## config.mk

```make
export PLATFORM = sky130hd
export DESIGN_NAME = jtag_seq_master
export DESIGN_NICKNAME = d
export VERILOG_FILES = /design/src/rtl/jtag_seq_master.sv
export SDC_FILE = /design/constraint.sdc
export NUM_CORES = 1
export LEC_CHECK = 0
export BUFFER_PORTS_ARGS = -buffer_cell sky130_fd_sc_hd__buf_4
export CAP_MARGIN = 5
export CORE_ASPECT_RATIO = 2
export CORE_MARGIN = 3
export CORE_UTILIZATION = 50
export CTS_BUF_LIST = sky130_fd_sc_hd__clkbuf_2
export DETAILED_ROUTE_END_ITERATION = 10
export PLACE_DENSITY = 0.77
export SLEW_MARGIN = 20
export SYNTH_ARGS = -nofsm -noshare
export SYNTH_HDL_FRONTEND = slang
export SYNTH_SLANG_ARGS = --single-unit
```

## constraint.sdc

```tcl
create_clock -name clk_i -period 2.3 [get_ports clk_i]
set_clock_uncertainty 0.05 [all_clocks]
set_input_delay 0.23 -clock clk_i [delete_from_list [all_inputs] [get_ports clk_i]]
set_output_delay 0.23 -clock clk_i [all_outputs]
set_load 0.005 [all_outputs]
```

## src/rtl/jtag_seq_master.sv

```systemverilog
// JTAG sequence master: shifts up to MAX_BITS of TMS/TDI per command on a divided TCK,
// captures TDO on each rising TCK edge, and can alternatively issue a TRST pulse.
module jtag_seq_master #(
    parameter int MAX_BITS = 32,
    parameter int LEN_W    = $clog2(MAX_BITS + 1),
    parameter int DIV_W    = 6
) (
    input  logic                clk_i,
    input  logic                rst_i,
    input  logic                cmd_valid_i,
    output logic                cmd_ready_o,
    input  logic [LEN_W-1:0]    cmd_len_i,
    input  logic [MAX_BITS-1:0] cmd_tms_i,
    input  logic [MAX_BITS-1:0] cmd_tdi_i,
    input  logic                cmd_trst_i,
    input  logic [DIV_W-1:0]    half_period_i,
    output logic                rsp_valid_o,
    input  logic                rsp_ready_i,
    output logic [MAX_BITS-1:0] rsp_tdo_o,
    output logic [LEN_W-1:0]    rsp_len_o,
    output logic                busy_o,
    output logic                tck_o,
    output logic                tms_o,
    output logic                tdi_o,
    output logic                trst_o,
    input  logic                tdo_i
);

    // Handshakes: a transfer happens on a rising clk_i edge where valid and ready are both high;
    // the command side is ready only in IDLE, the response is held until rsp_ready_i.
    typedef enum logic [2:0] {S_IDLE, S_LOW, S_HIGH, S_TRST, S_RESP} state_t;

    state_t              state_q, state_d;
    logic [LEN_W-1:0]    len_q, len_d;
    logic [LEN_W-1:0]    bit_q, bit_d;
    logic [DIV_W-1:0]    half_q, half_d;
    logic [DIV_W-1:0]    cnt_q, cnt_d;
    logic [MAX_BITS-1:0] tms_sr_q, tms_sr_d;
    logic [MAX_BITS-1:0] tdi_sr_q, tdi_sr_d;
    logic [MAX_BITS-1:0] tdo_q, tdo_d;
    logic                tck_q, tck_d;
    logic                trst_q, trst_d;
    logic [LEN_W-1:0]    len_clip;

    always_comb begin
        state_d  = state_q;
        len_d    = len_q;
        bit_d    = bit_q;
        half_d   = half_q;
        cnt_d    = cnt_q;
        tms_sr_d = tms_sr_q;
        tdi_sr_d = tdi_sr_q;
        tdo_d    = tdo_q;
        tck_d    = tck_q;
        trst_d   = trst_q;
        len_clip = (cmd_len_i > LEN_W'(MAX_BITS)) ? LEN_W'(MAX_BITS) : cmd_len_i;

        case (state_q)
            S_IDLE: begin
                if (cmd_valid_i) begin
                    half_d = (half_period_i == '0) ? DIV_W'(1) : half_period_i;
                    cnt_d  = half_d - 1'b1;
                    bit_d  = '0;
                    tdo_d  = '0;
                    tck_d  = 1'b0;
                    if (cmd_trst_i) begin
                        len_d   = '0;
                        trst_d  = 1'b0;
                        state_d = S_TRST;
                    end else begin
                        len_d   = len_clip;
                        state_d = S_LOW;
                        // Zero-length commands leave the TMS/TDI lines untouched.
                        if (len_clip != '0) begin
                            tms_sr_d = cmd_tms_i;
                            tdi_sr_d = cmd_tdi_i;
                        end
                    end
                end
            end
            S_LOW: begin
                if (len_q == '0) begin
                    state_d = S_RESP;
                end else if (cnt_q == '0) begin
                    tck_d   = 1'b1;
                    tdo_d   = tdo_q | (MAX_BITS'(tdo_i) << bit_q);
                    cnt_d   = half_q - 1'b1;
                    state_d = S_HIGH;
                end else begin
                    cnt_d = cnt_q - 1'b1;
                end
            end
            S_HIGH: begin
                if (cnt_q == '0) begin
                    tck_d = 1'b0;
                    if (bit_q == len_q - 1'b1) begin
                        state_d = S_RESP;
                    end else begin
                        bit_d    = bit_q + 1'b1;
                        tms_sr_d = tms_sr_q >> 1;
                        tdi_sr_d = tdi_sr_q >> 1;
                        cnt_d    = half_q - 1'b1;
                        state_d  = S_LOW;
                    end
                end else begin
                    cnt_d = cnt_q - 1'b1;
                end
            end
            S_TRST: begin
                // Two half periods: bit_q marks whether the first one has elapsed.
                if (cnt_q == '0) begin
                    if (bit_q != '0) begin
                        trst_d  = 1'b1;
                        state_d = S_RESP;
                    end else begin
                        bit_d = LEN_W'(1);
                        cnt_d = half_q - 1'b1;
                    end
                end else begin
                    cnt_d = cnt_q - 1'b1;
                end
            end
            S_RESP: begin
                if (rsp_ready_i) state_d = S_IDLE;
            end
            default: state_d = S_IDLE;
        endcase
    end

    always_ff @(posedge clk_i) begin
        if (rst_i) begin
            state_q  <= S_IDLE;
            len_q    <= '0;
            bit_q    <= '0;
            half_q   <= DIV_W'(1);
            cnt_q    <= '0;
            tms_sr_q <= '1;
            tdi_sr_q <= '0;
            tdo_q    <= '0;
            tck_q    <= 1'b0;
            trst_q   <= 1'b1;
        end else begin
            state_q  <= state_d;
            len_q    <= len_d;
            bit_q    <= bit_d;
            half_q   <= half_d;
            cnt_q    <= cnt_d;
            tms_sr_q <= tms_sr_d;
            tdi_sr_q <= tdi_sr_d;
            tdo_q    <= tdo_d;
            tck_q    <= tck_d;
            trst_q   <= trst_d;
        end
    end

    assign cmd_ready_o = (state_q == S_IDLE) && !rst_i;
    assign busy_o      = (state_q != S_IDLE);
    assign rsp_valid_o = (state_q == S_RESP);
    assign rsp_tdo_o   = tdo_q;
    assign rsp_len_o   = len_q;
    assign tck_o       = tck_q;
    assign tms_o       = tms_sr_q[0];
    assign tdi_o       = tdi_sr_q[0];
    assign trst_o      = trst_q;

endmodule

```

==> impl_metrics.json, run 1 <==
{
  "finalInstanceArea_sq_um": 9170,
  "antenna_found_initial": 1,
  "dp_hpwl_mm": 12.3,
  "io_buffers": 126,
  "crit_type": "flip-flop to flip-flop",
  "die_h_um": 163,
  "p_clk_share_pct": 18.0,
  "yosysSeqAreaShare_pct": 40.6,
  "violations": "negative setup slack",
  "syn_to_final_growth_pct": 48.8,
  "startpoint_type": "flip-flop",
  "dieArea_sq_um": 13800,
  "power_density_nw_per_um2": 924,
  "power_switching_mw": 3.32,
  "power_frac_comb_pct": 49.2,
  "period_needed_ps": 2400,
  "final.setup.tns_ps": -2840,
  "core_sq_um": 11900,
  "worstMarginPinSlew_ps": 687,
  "syn_area_sq_um": 6160,
  "synth_most_common_cell": "dfxtp_1",
  "clockBufferDepth": 2,
  "relSlewSlack_pct": 54.1,
  "dr.pass1.iters": 5,
  "worstSetupEndpointType": "flip-flop",
  "synth_nets": 800,
  "ir_worst_vdd_mv": 0.553,
  "path_max_fanout": 7,
  "hold_violations": 0,
  "finalMaxSlewViolations": 0,
  "ys_warn_count": 0,
  "ys_seq_elements": 125,
  "fillers": 784,
  "grt_pass1_wl_mm": 31.1,
  "synthDominantCellAreaShare_pct": 40.6,
  "setup_violations": 54,
  "cts_buffers": 17,
  "num-nets-final": 1047,
  "synth_ff_type": "dfxtp_1",
  "internal-power_mw": 5.15,
  "initial_core_util_pct": 51.7,
  "finalHoldWorstSlack_ps": 110,
  "pwr-share-seq_pct": 32.8,
  "placed_cells": 980,
  "synthDistinctLibCells": 61,
  "layout-drive-gt1-share_pct": 31.8,
  "num_vias": 6543,
  "grt.overflow.total": 0,
  "grt_pass1_vias": 6519,
  "rsz0062_at_grt": "true",
  "instances_no_fill": 1119,
  "drt-total-wl_mm": 20.7,
  "via_per_inst": 5.85,
  "num_rows": 56,
  "drt_iter0_markers": 389,
  "drcViolationCount": 0,
  "fin_ws_ps": -104,
  "fp.dieW_um": 84.5,
  "grt_max_degree": 63,
  "syn_inst": 713,
  "yosys-top-cells-count": "dfxtp_1, nand2_1, nor2_1",
  "required_ps": 2850,
  "cts_root_buf": "clkbuf_2",
  "switching_share_pct": 39.2,
  "cts_tree": "done",
  "cap_violations": 0,
  "clkTransAtPathRegs_ps": 210,
  "arrival_ps": 2960,
  "cts_num_sinks": 125,
  "p_leak_nw": 4.16,
  "wl_per_cell_um": 18.5,
  "ys_top_cells_by_area": "dfxtp_1, mux2i_1, nand2_1",
  "hold_path.class": "input pin to flip-flop",
  "timing.final.crit_share_pct": 105,
  "htree_levels": 4,
  "finalPower_mw": 8.47,
  "final_util_pct": 77.0,
  "syn_area_per_cell_sq_um": 8.64,
  "synth_area_leader_cell": "dfxtp_1",
  "clock_latency_ps": 710,
  "max_freq_ghz": 0.416,
  "track_usage_pct": 27.8,
  "synth_edf_count": 0,
  "place_area_sq_um": 7510,
  "place_ws_ps": -16.6,
  "async_reset_ff_share_pct": 0,
  "ant_nets": 0,
  "io_pins": 127,
  "status": "finished with violations",
  "gp_congestion": 0.917
}
==> state kept, by name, indices dropped and copies added (netlist names) <==
signal,count
tck_o,1
trst_o,1
state_q,3
tms_sr_q,32
bit_q,6
rsp_len_o,6
cnt_q,6
tdi_sr_q,32
half_q,6
rsp_tdo_o,32
==> final timing paths <==
| check | startpoint | end | slack (ps) | cells after the start |
|---|---|---|---|---|
| max | cnt_q[0] | tdi_sr_q[16] | -100 | 6 |
| min | tdo_i | rsp_tdo_o[12] | 110 | 4 |
| max reg2reg | cnt_q[0] | tdi_sr_q[16] | -100 | 6 |
| min reg2reg | tck_o | tck_o | 440 | 2 |
==> metal layers <==
metal | GRT usage (%) | wire length [um]
met3 | 5.81 | 1100
met1 | 28.8 | 7580
met2 | 51.3 | 11100
met5 | 0 | 0
met4 | 14.8 | 885
==> worst max-delay path, cell delays in order, from the launching register on <==
cell,delay [ps]
dfxtp_2,360
or4_4,550
nor3_4,230
o211ai_1,160
a211o_4,450
clkbuf_16,200
mux2_4,300
==> layout make-up <==
class                   count  area [sq um]  share of cell area (%)
multi-input cells         522          3700                    40.3
clock inverters            15           176                    1.92
inverters                  14          52.6                   0.573
well taps                 145           181                    1.98
clock buffers              17          85.1                   0.928
flip-flops and latches    125          2510                    27.4
repair buffers            280          2460                    26.9
diodes                      1          2.50                  0.0273
==> repair_timing <==
item	in CTS	in global routing
setup buffers	6	9
cloned	0	4
setup endpoints to repair	29	62
hold buffers	87	0
gates resized for setup	18	63
pin swaps	4	14
endpoints found under the hold margin	82	0
==> cell families after synthesis <==
family,Yosys count,share of synthesized area (%)
simple gates,270,21.8
xor+xnor,11,1.56
fa+ha+maj,5,1.02
compound gates,172,19.4
flops,125,40.6
buf+inv,66,4.51
mux,64,11.0
==> power groups by stage <==
stage | Combinational (mW) | Clock, mW | Sequential, mW
2_1_floorplan | 2.13 | 0 | 2.72
3_3_place_gp | 3.07 | 0 | 2.76
3_5_place_dp | 3.14 | 0 | 2.78
4_1_cts | 3.51 | 1.53 | 2.74
5_1_grt | 4.46 | 1.63 | 2.80
6_report | 4.17 | 1.53 | 2.78
==> placed cells by master (no fill, tap or decap), types with 4 or more instances in the layout <==
cell type,netlist,routed
mux2_4,0,31
a32o_1,4,4
and3_1,8,8
or3_1,7,5
a21oi_2,0,4
nor3_1,11,7
a21oi_1,55,51
ha_1,5,4
nor2b_1,36,36
buf_6,1,7
and2_1,36,36
inv_1,14,11
a22o_1,28,28
clkbuf_2,0,17
a22oi_1,4,4
inv_6,0,5
dfxtp_1,125,116
buf_4,5,177
xor2_1,5,5
mux2i_1,33,32
nand3_1,8,6
dfxtp_2,0,9
nand2_1,85,85
dlygate4sd3_1,0,87
nor2_1,60,56
a211oi_1,39,37
xnor2_1,6,5
o21ai_0,14,13
buf_12,0,4
(Power assumes the default switching activity.)
==> run 2: changes to the inputs <==
--- a/config.mk
+++ b/config.mk
@@ -12,6 +12,7 @@
 export CORE_UTILIZATION = 50
 export CTS_BUF_LIST = sky130_fd_sc_hd__clkbuf_2
 export DETAILED_ROUTE_END_ITERATION = 10
+export GPL_TIMING_DRIVEN = 0
 export PLACE_DENSITY = 0.77
 export SLEW_MARGIN = 20
 export SYNTH_ARGS = -nofsm -noshare
==> constraint.sdc (replaced) <==
create_clock -name clk_i -period 2.1 [get_ports clk_i]
set_clock_uncertainty 0.05 [all_clocks]
set_input_delay 0.21 -clock clk_i [delete_from_list [all_inputs] [get_ports clk_i]]
set_output_delay 0.21 -clock clk_i [all_outputs]
set_load 0.005 [all_outputs]
==> run 2 against run 1 <==
  * The run still ends with negative setup slack left
  * Count of clock-buffer cells in the layout did not move
  * Critical endpoint is now bit_q[5]
  * Global-route usage rose by 2.8 points
  * Total power rose by 16%
  * Critical path depth rose by 2
  * Routed wire length rose by 7.4%
  * Via count rose by 3.5%
  * Non-clock buffer count rose by 16
  * Sequential share of layout area fell by 0.58 points
  * Flip-flop and latch count did not move
==> impl_metrics.json, run 2 (same netlist as run 1, synthesis figures left out) <==
{
  "drt_iter0_markers": 537,
  "cts_buffers": 17,
  "fin_ws_ps": -333,
  "core_sq_um": 11900,
  "num_vias": 6773,
  "clockBufferDepth": 2,
  "grt_max_degree": 17,
  "slowest_delay_ps": 570,
  "cap_violations": 0,
  "via_per_inst": 5.96,
  "hold_path.class": "input pin to flip-flop",
  "critPathBufInv": 2,
  "grt_pass1_vias": 7106,
  "rr_endpoint": "bit_q[5]",
  "ff2ff_setup_slack_ps": -330,
  "critPathLaunch": "cnt_q[0]",
  "drt-total-wl_mm": 22.2,
  "relSlewSlack_pct": 55.9,
  "power_density_nw_per_um2": 1040,
  "gr-usage-met2_pct": 55.7,
  "clkTransAtPathRegs_ps": 190,
  "final.setup.tns_ps": -24630,
  "layout_common_cells": "buf_4, dfxtp_1, nand2_1",
  "fp.dieW_um": 84.5,
  "track_usage_pct": 30.6,
  "crit_end": "bit_q[5]",
  "cts_tree": "done",
  "cts_root_buf": "clkbuf_2",
  "htree_levels": 4,
  "worstMarginPinSlew_ps": 661,
  "num_rows": 56,
  "layout-drive-gt1-share_pct": 31.3,
  "initial_core_util_pct": 51.7,
  "setup_violations": 111,
  "grt.overflow.total": 0,
  "clock_latency_ps": 740,
  "finalPower_mw": 9.86,
  "cp.depth": 8,
  "worstSetupEndpointType": "flip-flop",
  "use_met3_pct": 7.02,
  "syn_to_final_growth_pct": 53.1,
  "cts_num_sinks": 125,
  "path_max_fanout": 6,
  "dieArea_sq_um": 13800,
  "violations": "negative setup slack",
  "ir_worst_vdd_mv": 0.846,
  "dr.pass1.iters": 7,
  "worst-r2r-cell-count": 8,
  "r2r-start": "cnt_q[0]",
  "grt_pass1_wl_mm": 33.7,
  "status": "finished with violations",
  "arrival_ps": 3050,
  "drcViolationCount": 0,
  "gr-usage-met1_pct": 28.2,
  "finalHoldWorstSlack_ps": 8.52,
  "io_buffers": 126,
  "period_needed_ps": 2430,
  "required_ps": 2720,
  "crit_type": "flip-flop to flip-flop",
  "num-nets-final": 1063,
  "finalMaxSlewViolations": 0,
  "antenna_found_initial": 1,
  "timing.final.crit_share_pct": 116,
  "die_h_um": 163,
  "hold_violations": 0,
  "max_freq_ghz": 0.411,
  "fillers": 699,
  "cp_slowest_cell": "or4_4",
  "rsz0062_at_grt": "true",
  "ant_nets": 0,
  "dp_hpwl_mm": 13.3,
  "path_delay_family": "simple AND/OR/NAND/NOR gates",
  "crit_chain": "or4_4, nor3_4, buf_4, a31o_4, o311ai_4, buf_6, or3_4, a21oi_2",
  "p_leak_nw": 4.14,
  "grt.busiest_layer": "met2",
  "wl_per_cell_um": 19.5,
  "io_pins": 127,
  "layout_commonest_cell": "buf_4",
  "startpoint_type": "flip-flop",
  "gp_congestion": 0.900
}
[run 2: through the flow]
step                util, %  cell area (sq um)  std cells  setup WS, ps
finish                 79.2               9440       1137          -333
global route           79.2               9430       1135          -339
CTS                    77.4               9220       1129          -305
detailed placement     61.8               7360        984          -750
global placement       61.8               7360        984          -673
floorplan                 -               6230        713          -158
[run 2: timing repair]
action	in CTS	in global routing
pin swaps	31	13
hold endpoints to repair	84	0
resized for setup	125	51
gates cloned	4	0
hold buffers	82	0
buffers inserted	29	7
endpoints found under the setup margin	125	120
[run 2: power breakdown]
part	switching, mW	leakage [nW]	internal (mW)	total, mW
logic	2.52	2.97	2.41	4.94
registers	0.345	1.02	2.78	3.13
clock network	1.02	0.151	0.777	1.80
[run 2: worst min path at each step]
stage | start | end | slack (ps) | depth (start not counted)
6_report | half_period_i[2] | cnt_q[2] | 9 | 5
5_1_grt | half_period_i[1] | cnt_q[1] | 10 | 5
4_1_cts | half_period_i[2] | cnt_q[2] | 6 | 5
3_5_place_dp | cmd_tms_i[31] | tms_sr_q[31] | 390 | 2
3_3_place_gp | cmd_tms_i[31] | tms_sr_q[31] | 390 | 2
2_1_floorplan | half_period_i[1] | half_q[1] | 300 | 2
[run 2: per-layer routing]
layer	wire length (um)	share of wire [%]	vias up
li1	-	-	3062
met1	7310	33	3179
met2	11700	53	371
met3	1410	6.4	161
met4	1790	8.0	0
met5	0	0	-
[run 2: final cells by class]
class	count	area [sq um]	area share (%)
Antenna cell	3	7.51	0.0795
Buffer	50	353	3.74
Clock buffer	17	85.1	0.901
Clock inverter	15	198	2.09
Inverter	14	57.6	0.610
Multi-Input combinational cell	522	3830	40.6
Sequential cell	125	2530	26.8
Tap cell	145	181	1.92
Timing Repair Buffer	246	2190	23.3
[run 2: worst register-to-register path, delay by kind of cell (launching register included)]
| family | cells | cell delay (ps) |
|---|---|---|
| AOI/OAI and AO/OA | 3 | 420 |
| buffers and inverters | 2 | 340 |
| DFF | 1 | 400 |
| and+or+nand+nor | 3 | 1180 |
==> run 3: changes to the inputs <==
--- a/config.mk
+++ b/config.mk
@@ -13,7 +13,8 @@
 export CTS_BUF_LIST = sky130_fd_sc_hd__clkbuf_2
 export DETAILED_ROUTE_END_ITERATION = 10
 export GPL_TIMING_DRIVEN = 0
-export PLACE_DENSITY = 0.77
+export PLACE_DENSITY = 0.74
+export SKIP_CTS_REPAIR_TIMING = 1
 export SLEW_MARGIN = 20
 export SYNTH_ARGS = -nofsm -noshare
 export SYNTH_HDL_FRONTEND = slang
==> constraint.sdc (replaced) <==
create_clock -name clk_i -period 3.2 [get_ports clk_i]
set_clock_uncertainty 0.05 [all_clocks]
set_input_delay 0.32 -clock clk_i [delete_from_list [all_inputs] [get_ports clk_i]]
set_output_delay 0.32 -clock clk_i [all_outputs]
set_load 0.005 [all_outputs]
==> run 3 against run 2 <==
  * The flow finishes with violations (negative hold slack)
  * Via count fell by 10%
  * Flip-flop and latch count unchanged
  * Maximum frequency down 15%
  * Clock power shrank 32%
  * Critical endpoint is now tdi_sr_q[6]
==> impl_metrics.json, run 3 (same netlist as run 1, synthesis figures left out) <==
{
  "cap_violations": 0,
  "drcViolationCount": 0,
  "htree_levels": 4,
  "grt.overflow.total": 0,
  "cts_num_sinks": 125,
  "clock_latency_ps": 700,
  "cts_tree": "done",
  "final.setup.tns_ps": 0,
  "layout_common_cells": "buf_4, dfxtp_1, nand2_1",
  "num-nets-final": 1014,
  "period_needed_ps": 2870,
  "hold_violations": 4,
  "clkTransAtPathRegs_ps": 190,
  "layout-drive-gt1-share_pct": 19.3,
  "status": "finished with violations",
  "wl_per_cell_um": 16.8,
  "relSlewSlack_pct": 34.5,
  "gp_congestion": 0.934,
  "setup_violations": 0,
  "max_freq_ghz": 0.348,
  "drt_iter0_markers": 377,
  "worstSetupEndpointType": "flip-flop",
  "dp_hpwl_mm": 13.0,
  "dieArea_sq_um": 13800,
  "finalInstanceArea_sq_um": 8290,
  "crit_type": "flip-flop to flip-flop",
  "finalPower_mw": 5.35,
  "drt-total-wl_mm": 18.2,
  "grt_max_degree": 17,
  "num_vias": 6092,
  "cts_buffers": 17,
  "cts_root_buf": "clkbuf_2",
  "required_ps": 3730,
  "finalMaxSlewViolations": 0,
  "startpoint_type": "flip-flop",
  "die_h_um": 163,
  "clockBufferDepth": 2,
  "ant_nets": 0,
  "rsz0062_at_grt": "false",
  "place_area_sq_um": 7290,
  "p_leak_nw": 3.64,
  "violations": "negative hold slack",
  "io_pins": 127,
  "grt_pass1_wl_mm": 28.1,
  "initial_core_util_pct": 51.7,
  "timing.final.crit_share_pct": 89.7,
  "ir_worst_vdd_mv": 0.473,
  "core_sq_um": 11900,
  "io_buffers": 126,
  "num_rows": 56,
  "via_per_inst": 5.61,
  "arrival_ps": 3400,
  "grt_pass1_vias": 6001,
  "track_usage_pct": 25.0,
  "worstMarginPinSlew_ps": 980,
  "path_max_fanout": 10,
  "ff2ff_setup_slack_ps": 330,
  "fp.dieW_um": 84.5,
  "hold_path.class": "input pin to flip-flop",
  "antenna_found_initial": 1,
  "finalHoldWorstSlack_ps": -22.8,
  "layout_commonest_cell": "buf_4",
  "dr.pass1.iters": 8,
  "power_density_nw_per_um2": 646,
  "fillers": 934,
  "syn_to_final_growth_pct": 34.4
}
## run 3: changes by cell type in the layout (fill, tap and decap cells not counted), moves of 6 or more
cell           delta
buf_4            -14
mux2_4           -30
a21oi_1           +7
dfxtp_4           -7
nor2_1            +6
a21oi_2           -7
buf_12            -8
buf_6            -14
dfxtp_1           +9
dlygate4sd3_1    -13
mux2_1           +26
o21ai_0           +6
clkbuf_1          +9
## run 3: area by class of cell
class / count / area, sq um / area share [%]
Clock inverter: 14 / 218 / 2.63
Inverter: 14 / 52.6 / 0.634
Tap cell: 145 / 181 / 2.19
Antenna cell: 1 / 2.50 / 0.0302
Buffer: 52 / 225 / 2.72
Clock buffer: 17 / 85.1 / 1.03
Timing Repair Buffer: 195 / 1640 / 19.7
Sequential cell: 125 / 2500 / 30.2
Multi-Input combinational cell: 522 / 3380 / 40.8
## run 3: where the power goes
group / leakage (nW) / switching [mW] / internal [mW]
registers: 1.02 / 0.171 / 1.81
clock network: 0.168 / 0.635 / 0.590
logic: 2.46 / 1.22 / 0.930
total: 3.64 / 2.03 / 3.33
## run 3: worst paths after layout
check / startpoint / to / cells past startpoint
setup reg to reg: rsp_len_o[0] / tdi_sr_q[6] / 10
hold / removal: cmd_tdi_i[13] / tdi_sr_q[13] / 4
hold reg to reg: half_q[5] / half_q[5] / 2
setup / recovery: rsp_len_o[0] / tdi_sr_q[6] / 10
## run 3: worst max-delay path: stages, from the launching register on
cell and delay (ps):
dfxtp_1 500, inv_1 100, ha_1 260, o21ba_1 180
a221oi_1 290, a41oi_1 160, o211ai_1 280, a211o_1 150
buf_2 250, buf_4 240, mux2_1 330
## run 3: per-stage QoR
stage	worst slack, ps	cells	hold WS (ps)	util, %
2_1_floorplan	722	713	386	-
3_3_place_gp	375	984	397	61.2
3_5_place_dp	332	984	409	61.2
4_1_cts	326	1015	-256	63.7
5_1_grt	52.2	1085	1.82	69.6
6_report	330	1085	-22.8	69.6
## run 3: per-layer routing
metal  part of all wire, %  vias up  global-route usage (%)
met5                     0        -                       0
met4                   3.1        0                    10.1
li1                      -     2952                       -
met1                    36     2899                    24.6
met3                   4.6       45                    4.95
met2                    56      196                    49.4
